**src/rtl/loader_pkg.sv**
```systemverilog
// Shared types and constants for the boot-time instruction-memory loader.
package loader_pkg;

    localparam int WORD_W    = 32;
    localparam int BYTE_W    = 8;
    localparam int HDR_BYTES = 2;

    typedef enum logic [2:0] {
        ST_IDLE   = 3'd0,
        ST_HDR_HI = 3'd1,
        ST_HDR_LO = 3'd2,
        ST_DATA   = 3'd3,
        ST_CSUM   = 3'd4,
        ST_DONE   = 3'd5,
        ST_ERR    = 3'd6
    } loader_state_t;

    function automatic logic [BYTE_W-1:0] csum_update(input logic [BYTE_W-1:0] acc,
                                                      input logic [BYTE_W-1:0] data);
        return acc ^ data;
    endfunction

endpackage

```
**src/rtl/loader_word_packer.sv**
```systemverilog
// Big-endian byte-to-word packer with running XOR checksum; flags the byte that completes a word.
module loader_word_packer
    import loader_pkg::*;
(
    input  logic              clk,
    input  logic              rst_n,
    input  logic              clear,
    input  logic              byte_en,
    input  logic [BYTE_W-1:0] byte_in,
    output logic [WORD_W-1:0] word,
    output logic              word_valid,
    output logic [BYTE_W-1:0] csum
);

    logic [WORD_W-BYTE_W-1:0] shift_r;
    logic [1:0]               cnt_r;
    logic [BYTE_W-1:0]        csum_r;

    // The incoming byte is the LSB of the word it completes, so the word is available combinationally.
    assign word       = {shift_r, byte_in};
    assign word_valid = byte_en && (cnt_r == 2'd3);
    assign csum       = csum_r;

    // Shift register, byte counter and running checksum.
    always_ff @(posedge clk or negedge rst_n) begin
        if (!rst_n) begin
            shift_r <= '0;
            cnt_r   <= 2'd0;
            csum_r  <= '0;
        end else if (clear) begin
            shift_r <= '0;
            cnt_r   <= 2'd0;
            csum_r  <= '0;
        end else if (byte_en) begin
            shift_r <= word[WORD_W-BYTE_W-1:0];
            cnt_r   <= cnt_r + 2'd1;
            csum_r  <= csum_update(csum_r, byte_in);
        end
    end

endmodule

```
**src/rtl/imem_loader.sv**
```systemverilog
// Framed byte-stream loader that writes a checksum-verified image into instruction memory while holding the core.
module imem_loader
    import loader_pkg::*;
#(
    parameter int ADDR_W = 8
) (
    input  logic              clk,
    input  logic              rst_n,
    input  logic              start,
    input  logic [7:0]        rx_data,
    input  logic              rx_valid,
    output logic              rx_ready,
    output logic              imem_we,
    output logic [ADDR_W-1:0] imem_addr,
    output logic [31:0]       imem_wdata,
    output logic              cpu_hold,
    output logic              done,
    output logic              err
);

    localparam int HDR_W = HDR_BYTES * BYTE_W;

    loader_state_t      state_r;
    logic [HDR_W-1:0]   n_r;
    logic [ADDR_W:0]    word_cnt_r;
    logic               rx_ready_r;
    logic               imem_we_r;
    logic [ADDR_W-1:0]  imem_addr_r;
    logic [WORD_W-1:0]  imem_wdata_r;
    logic               cpu_hold_r;
    logic               done_r;
    logic               err_r;

    logic               xfer_s;
    logic               pack_clear_s;
    logic               pack_en_s;
    logic [WORD_W-1:0]  pack_word_s;
    logic               pack_valid_s;
    logic [BYTE_W-1:0]  pack_csum_s;
    logic [HDR_W-1:0]   n_s;
    logic               hdr_bad_s;
    logic               last_word_s;

    assign xfer_s       = rx_valid && rx_ready_r;
    assign pack_clear_s = xfer_s && (state_r == ST_HDR_LO);
    assign pack_en_s    = xfer_s && (state_r == ST_DATA);
    assign n_s          = {n_r[HDR_W-1:BYTE_W], rx_data};
    assign hdr_bad_s    = (n_s == '0) || (32'(n_s) > (32'd1 << ADDR_W));
    // Counter is one bit wider than the address so a full-depth image ends cleanly.
    assign last_word_s  = ((32'(word_cnt_r) + 32'd1) == 32'(n_r));

    loader_word_packer u_packer (
        .clk        (clk),
        .rst_n      (rst_n),
        .clear      (pack_clear_s),
        .byte_en    (pack_en_s),
        .byte_in    (rx_data),
        .word       (pack_word_s),
        .word_valid (pack_valid_s),
        .csum       (pack_csum_s)
    );

    // Loader FSM with all outputs registered.
    always_ff @(posedge clk or negedge rst_n) begin
        if (!rst_n) begin
            state_r      <= ST_IDLE;
            n_r          <= '0;
            word_cnt_r   <= '0;
            rx_ready_r   <= 1'b0;
            imem_we_r    <= 1'b0;
            imem_addr_r  <= '0;
            imem_wdata_r <= '0;
            cpu_hold_r   <= 1'b1;
            done_r       <= 1'b0;
            err_r        <= 1'b0;
        end else begin
            imem_we_r <= 1'b0;
            case (state_r)
                ST_IDLE: begin
                    if (start) begin
                        state_r    <= ST_HDR_HI;
                        rx_ready_r <= 1'b1;
                        cpu_hold_r <= 1'b1;
                    end
                end
                ST_HDR_HI: begin
                    if (xfer_s) begin
                        n_r[HDR_W-1:BYTE_W] <= rx_data;
                        state_r             <= ST_HDR_LO;
                    end
                end
                ST_HDR_LO: begin
                    if (xfer_s) begin
                        n_r[BYTE_W-1:0] <= rx_data;
                        if (hdr_bad_s) begin
                            state_r    <= ST_ERR;
                            err_r      <= 1'b1;
                            rx_ready_r <= 1'b0;
                        end else begin
                            state_r    <= ST_DATA;
                            word_cnt_r <= '0;
                        end
                    end
                end
                ST_DATA: begin
                    if (pack_valid_s) begin
                        imem_we_r    <= 1'b1;
                        imem_addr_r  <= word_cnt_r[ADDR_W-1:0];
                        imem_wdata_r <= pack_word_s;
                        word_cnt_r   <= word_cnt_r + (ADDR_W+1)'(1);
                        if (last_word_s) begin
                            state_r <= ST_CSUM;
                        end
                    end
                end
                ST_CSUM: begin
                    if (xfer_s) begin
                        rx_ready_r <= 1'b0;
                        if (rx_data == pack_csum_s) begin
                            state_r    <= ST_DONE;
                            done_r     <= 1'b1;
                            cpu_hold_r <= 1'b0;
                        end else begin
                            state_r <= ST_ERR;
                            err_r   <= 1'b1;
                        end
                    end
                end
                ST_DONE, ST_ERR: begin
                    if (start) begin
                        state_r    <= ST_HDR_HI;
                        done_r     <= 1'b0;
                        err_r      <= 1'b0;
                        cpu_hold_r <= 1'b1;
                        rx_ready_r <= 1'b1;
                    end
                end
                default: begin
                    state_r    <= ST_IDLE;
                    rx_ready_r <= 1'b0;
                    cpu_hold_r <= 1'b1;
                end
            endcase
        end
    end

    assign rx_ready   = rx_ready_r;
    assign imem_we    = imem_we_r;
    assign imem_addr  = imem_addr_r;
    assign imem_wdata = imem_wdata_r;
    assign cpu_hold   = cpu_hold_r;
    assign done       = done_r;
    assign err        = err_r;

endmodule

```
**config.mk**
```make
export PLATFORM = sky130hd
export DESIGN_NAME = imem_loader
export DESIGN_NICKNAME = d
export VERILOG_FILES = /design/src/rtl/loader_pkg.sv /design/src/rtl/loader_word_packer.sv /design/src/rtl/imem_loader.sv
export SDC_FILE = /design/constraint.sdc
export NUM_CORES = 1
export LEC_CHECK = 0
export BUFFER_PORTS_ARGS = -buffer_cell sky130_fd_sc_hd__buf_2
export CAP_MARGIN = 20
export CORE_MARGIN = 3
export CORE_UTILIZATION = 45
export DETAILED_ROUTE_END_ITERATION = 16
export HOLD_SLACK_MARGIN = 0.06
export PLACE_DENSITY = 0.67
export SLEW_MARGIN = 0
export SYNTH_ARGS = -nofsm -noshare
export SYNTH_HDL_FRONTEND = slang
export SYNTH_SLANG_ARGS = --single-unit
```
**constraint.sdc**
```tcl
create_clock -name clk -period 2.3 [get_ports clk]
set_clock_uncertainty 0.15 [all_clocks]
set_input_delay 0.46 -clock clk [delete_from_list [all_inputs] [get_ports clk]]
set_output_delay 0.46 -clock clk [all_outputs]
set_load 0.01 [all_outputs]
```
==> results.json <==
{
  "ios": 57,
  "r2r-start": "n_r[11]$_DFFE_PN0P_",
  "crit_top_cell": "or4_4",
  "cts_tree": "done",
  "rr_endpoint": "word_cnt_r[3]$_DFFE_PN0P_",
  "dpl-instance-area_sq_um": 5570,
  "vias": 3987,
  "coreArea_sq_um": 10500,
  "netlist_top_cells_count": "nand2_1 (175), dfrtp_1 (106), o21ai_0 (29), nand3_1 (27), clkbuf_1 (23)",
  "synth_nets": 537,
  "grt_max_degree": 60,
  "start_kind": "register",
  "die_y_um": 110,
  "finalHoldViolations": 0,
  "ys_types": 57,
  "diodes": 0,
  "firstDrtPassIters": 5,
  "gp_congestion": 0.915,
  "wire_per_inst_um": 15.5,
  "routed_wirelength_um": 11600,
  "dp_cells": 728,
  "grt_first_pass_wirelength_um": 19100,
  "yosysTopAreaCell": "dfrtp_1",
  "first_global_vias": 3825,
  "die_w_um": 110,
  "io_buffers": 56,
  "utilization_pct": 55.8,
  "clk_latency_ns": 0.39,
  "die_area_sq_um": 12200,
  "slew_viol_final": 0,
  "slew-limit-headroom_pct": 55.8,
  "tightest_slew_ns": 0.655,
  "setup_viol": 10,
  "ys_seq_area_share_pct": 54.7,
  "synthTopCellsByArea": "dfrtp_1 (54%), nand2_1 (13%), mux2_2 (3.9%), o21ai_0 (3.0%), nand3_1 (2.8%)",
  "cts_buffers": 9,
  "fin_hold_ws_ns": 0.292,
  "hold_end": "imem_wdata[7]$_DFFE_PN0P_",
  "min_period_ns": 2.55,
  "final_cell_area_sq_um": 5840,
  "path_class": "register to register",
  "critPathMaxStageDelay_ns": 0.53,
  "synth_top_flop_cell": "dfrtp_1",
  "grt_setup_unrepaired": "yes",
  "vias_per_cell": 5.32,
  "final_cells": 749,
  "cts_root_buf": "clkbuf_8",
  "yosysWarnings": 0,
  "h-tree-depth": 3,
  "synth_area_sq_um": 4890,
  "syn_area_per_cell_sq_um": 9.36,
  "status": "finished with violations",
  "dp_hpwl_um": 7980,
  "path_buf_inv": 1,
  "cts.clk_slew.worst_paths_ns": 0.10,
  "drcViolationCount": 0,
  "p_per_area_nw_per_um2": 536,
  "synth_top_area_share_pct": 54.2,
  "setup.worst_path.end_class": "register",
  "synthCells": 523,
  "worst_r2r_path_depth": 6,
  "holdPathStages": 4,
  "grt_antenna_before_repair": 0,
  "peakVddDrop_mv": 0.391,
  "arrival_ns": 2.66,
  "crit_family": "simple AND/OR/NAND/NOR gates",
  "r2r_setup_slack_ns": -0.25,
  "antenna_left": 0,
  "globalRouteOverflowTotal": 0,
  "final_layout_size_suffix_gt1_share_pct": 25.0,
  "period_share_pct": 111,
  "slowest_stage": "or4_4",
  "final_nets": 622,
  "area_growth_pct": 19.4,
  "worstHoldStart": "rx_data[7]",
  "synth.ff_latch_count": 107,
  "num_rows": 37,
  "clk_path_buf_depth": 2,
  "start_util_pct": 46.8,
  "cts_sinks": 107,
  "setup_ws_ns": -0.254,
  "fillers": 952,
  "synth_most_common_cell": "nand2_1",
  "leakagePower_nw": 3.11,
  "synth_edf_count": 0,
  "max_cap_violations": 0,
  "fmax_mhz": 392,
  "required_ns": 2.41,
  "async_flop_share_pct": 100,
  "grt_usage_pct": 20.4,
  "hold_path.class": "input port to register",
  "violations": "setup timing",
  "first_iter_violations": 293,
  "worstPathMaxFanout": 6,
  "crit_chain": "or4_4 -> or4_4 -> or4_4 -> a21oi_4 -> buf_4 -> a31oi_1"
}
## routing by layer
layer	up-vias	part of all wire, %	track usage (%)
met4	0	1.5	6.86
met2	107	47	31.5
met1	1916	47	28.4
li1	1949	-	-
met5	-	0	0
met3	15	4.7	4.78
## cell type report
| type | count | area, sq um | area share (%) |
|---|---|---|---|
| clock inverters | 6 | 68.8 | 1.18 |
| repair buffers | 102 | 643 | 11.0 |
| inverters | 10 | 37.5 | 0.643 |
| clock buffers | 10 | 128 | 2.18 |
| well taps | 136 | 170 | 2.91 |
| flip-flops and latches | 107 | 2680 | 45.9 |
| multi-input cells | 378 | 2110 | 36.2 |
## where the power goes
part	switching, W	internal, W	total, W
logic	0.0000673	0.0000300	0.0000973
clock network	0.000726	0.000429	0.00115
registers	0	0.00188	0.00188
## sequential cells by signal, summed over array words and instances, names as in the netlist
signal	count
imem_wdata	32
u_packer.csum	8
state_r	3
n_r	16
rx_ready	1
u_packer.shift_r	24
imem_we	1
err	1
done	1
u_packer.cnt_r	2
imem_addr	8
cpu_hold	1
word_cnt_r	9
## cells in the final DEF, fill, tap and decap left out, types with 5 or more instances in the layout
master / instances
o31ai_1: 6
buf_2: 55
mux2_2: 17
buf_4: 45
dfrtp_1: 103
nand2_1: 174
xnor2_1: 10
xor2_1: 7
nor2_1: 13
nand2b_1: 9
nand3_1: 27
a31oi_1: 6
o21ai_0: 29
a22o_1: 5
a21oi_1: 7
clkbuf_8: 9
inv_1: 10
## worst max-delay path by stage
stage | startpoint | to | slack [ns] | depth (start not counted)
after floorplan | n_r[11]$_DFFE_PN0P_ | word_cnt_r[7]$_DFFE_PN0P_ | -0.13 | 6
after global placement | n_r[11]$_DFFE_PN0P_ | word_cnt_r[3]$_DFFE_PN0P_ | -0.19 | 6
after detailed placement | n_r[11]$_DFFE_PN0P_ | word_cnt_r[3]$_DFFE_PN0P_ | -0.22 | 6
after CTS | n_r[11]$_DFFE_PN0P_ | word_cnt_r[3]$_DFFE_PN0P_ | -0.22 | 6
after global routing | n_r[11]$_DFFE_PN0P_ | word_cnt_r[6]$_DFFE_PN0P_ | -0.33 | 6
final | n_r[11]$_DFFE_PN0P_ | word_cnt_r[3]$_DFFE_PN0P_ | -0.25 | 6
## worst register-to-register path, stage by stage (launching register included)
cell and delay (ns):
dfrtp_1 0.39, or4_4 0.53, or4_4 0.42, or4_4 0.44, a21oi_4 0.26, buf_4 0.17
a31oi_1 0.07
## stage by stage
| stage | total power [W] | TNS, ns | worst slack, ns |
|---|---|---|---|
| after floorplan | 0.00193 | -0.427 | -0.133 |
| after global placement | 0.00201 | -1.31 | -0.187 |
| after detailed placement | 0.00201 | -1.74 | -0.219 |
| after CTS | 0.00316 | -1.70 | -0.217 |
| after global routing | 0.00325 | -3.07 | -0.327 |
| final | 0.00313 | -2.15 | -0.254 |
## cell families (layout without fill, tap and decap cells)
logic type,Yosys count,count (layout),synth area share [%]
buf+inv,38,128,2.97
xor+xnor,17,17,3.04
compound gates,82,82,11.2
fa+ha+maj,2,2,0.511
flops,107,107,54.7
mux,20,20,4.52
simple gates,257,257,23.0
## timing repair
item | CTS | global route
hold buffers | 1 | 0
gates resized for setup | 1 | 9
buffers inserted | 2 | 2
endpoints found under the hold margin | 32 | 0
pin swaps | 4 | 5
endpoints found under the setup margin | 13 | 14
(Power assumes the default switching activity.)
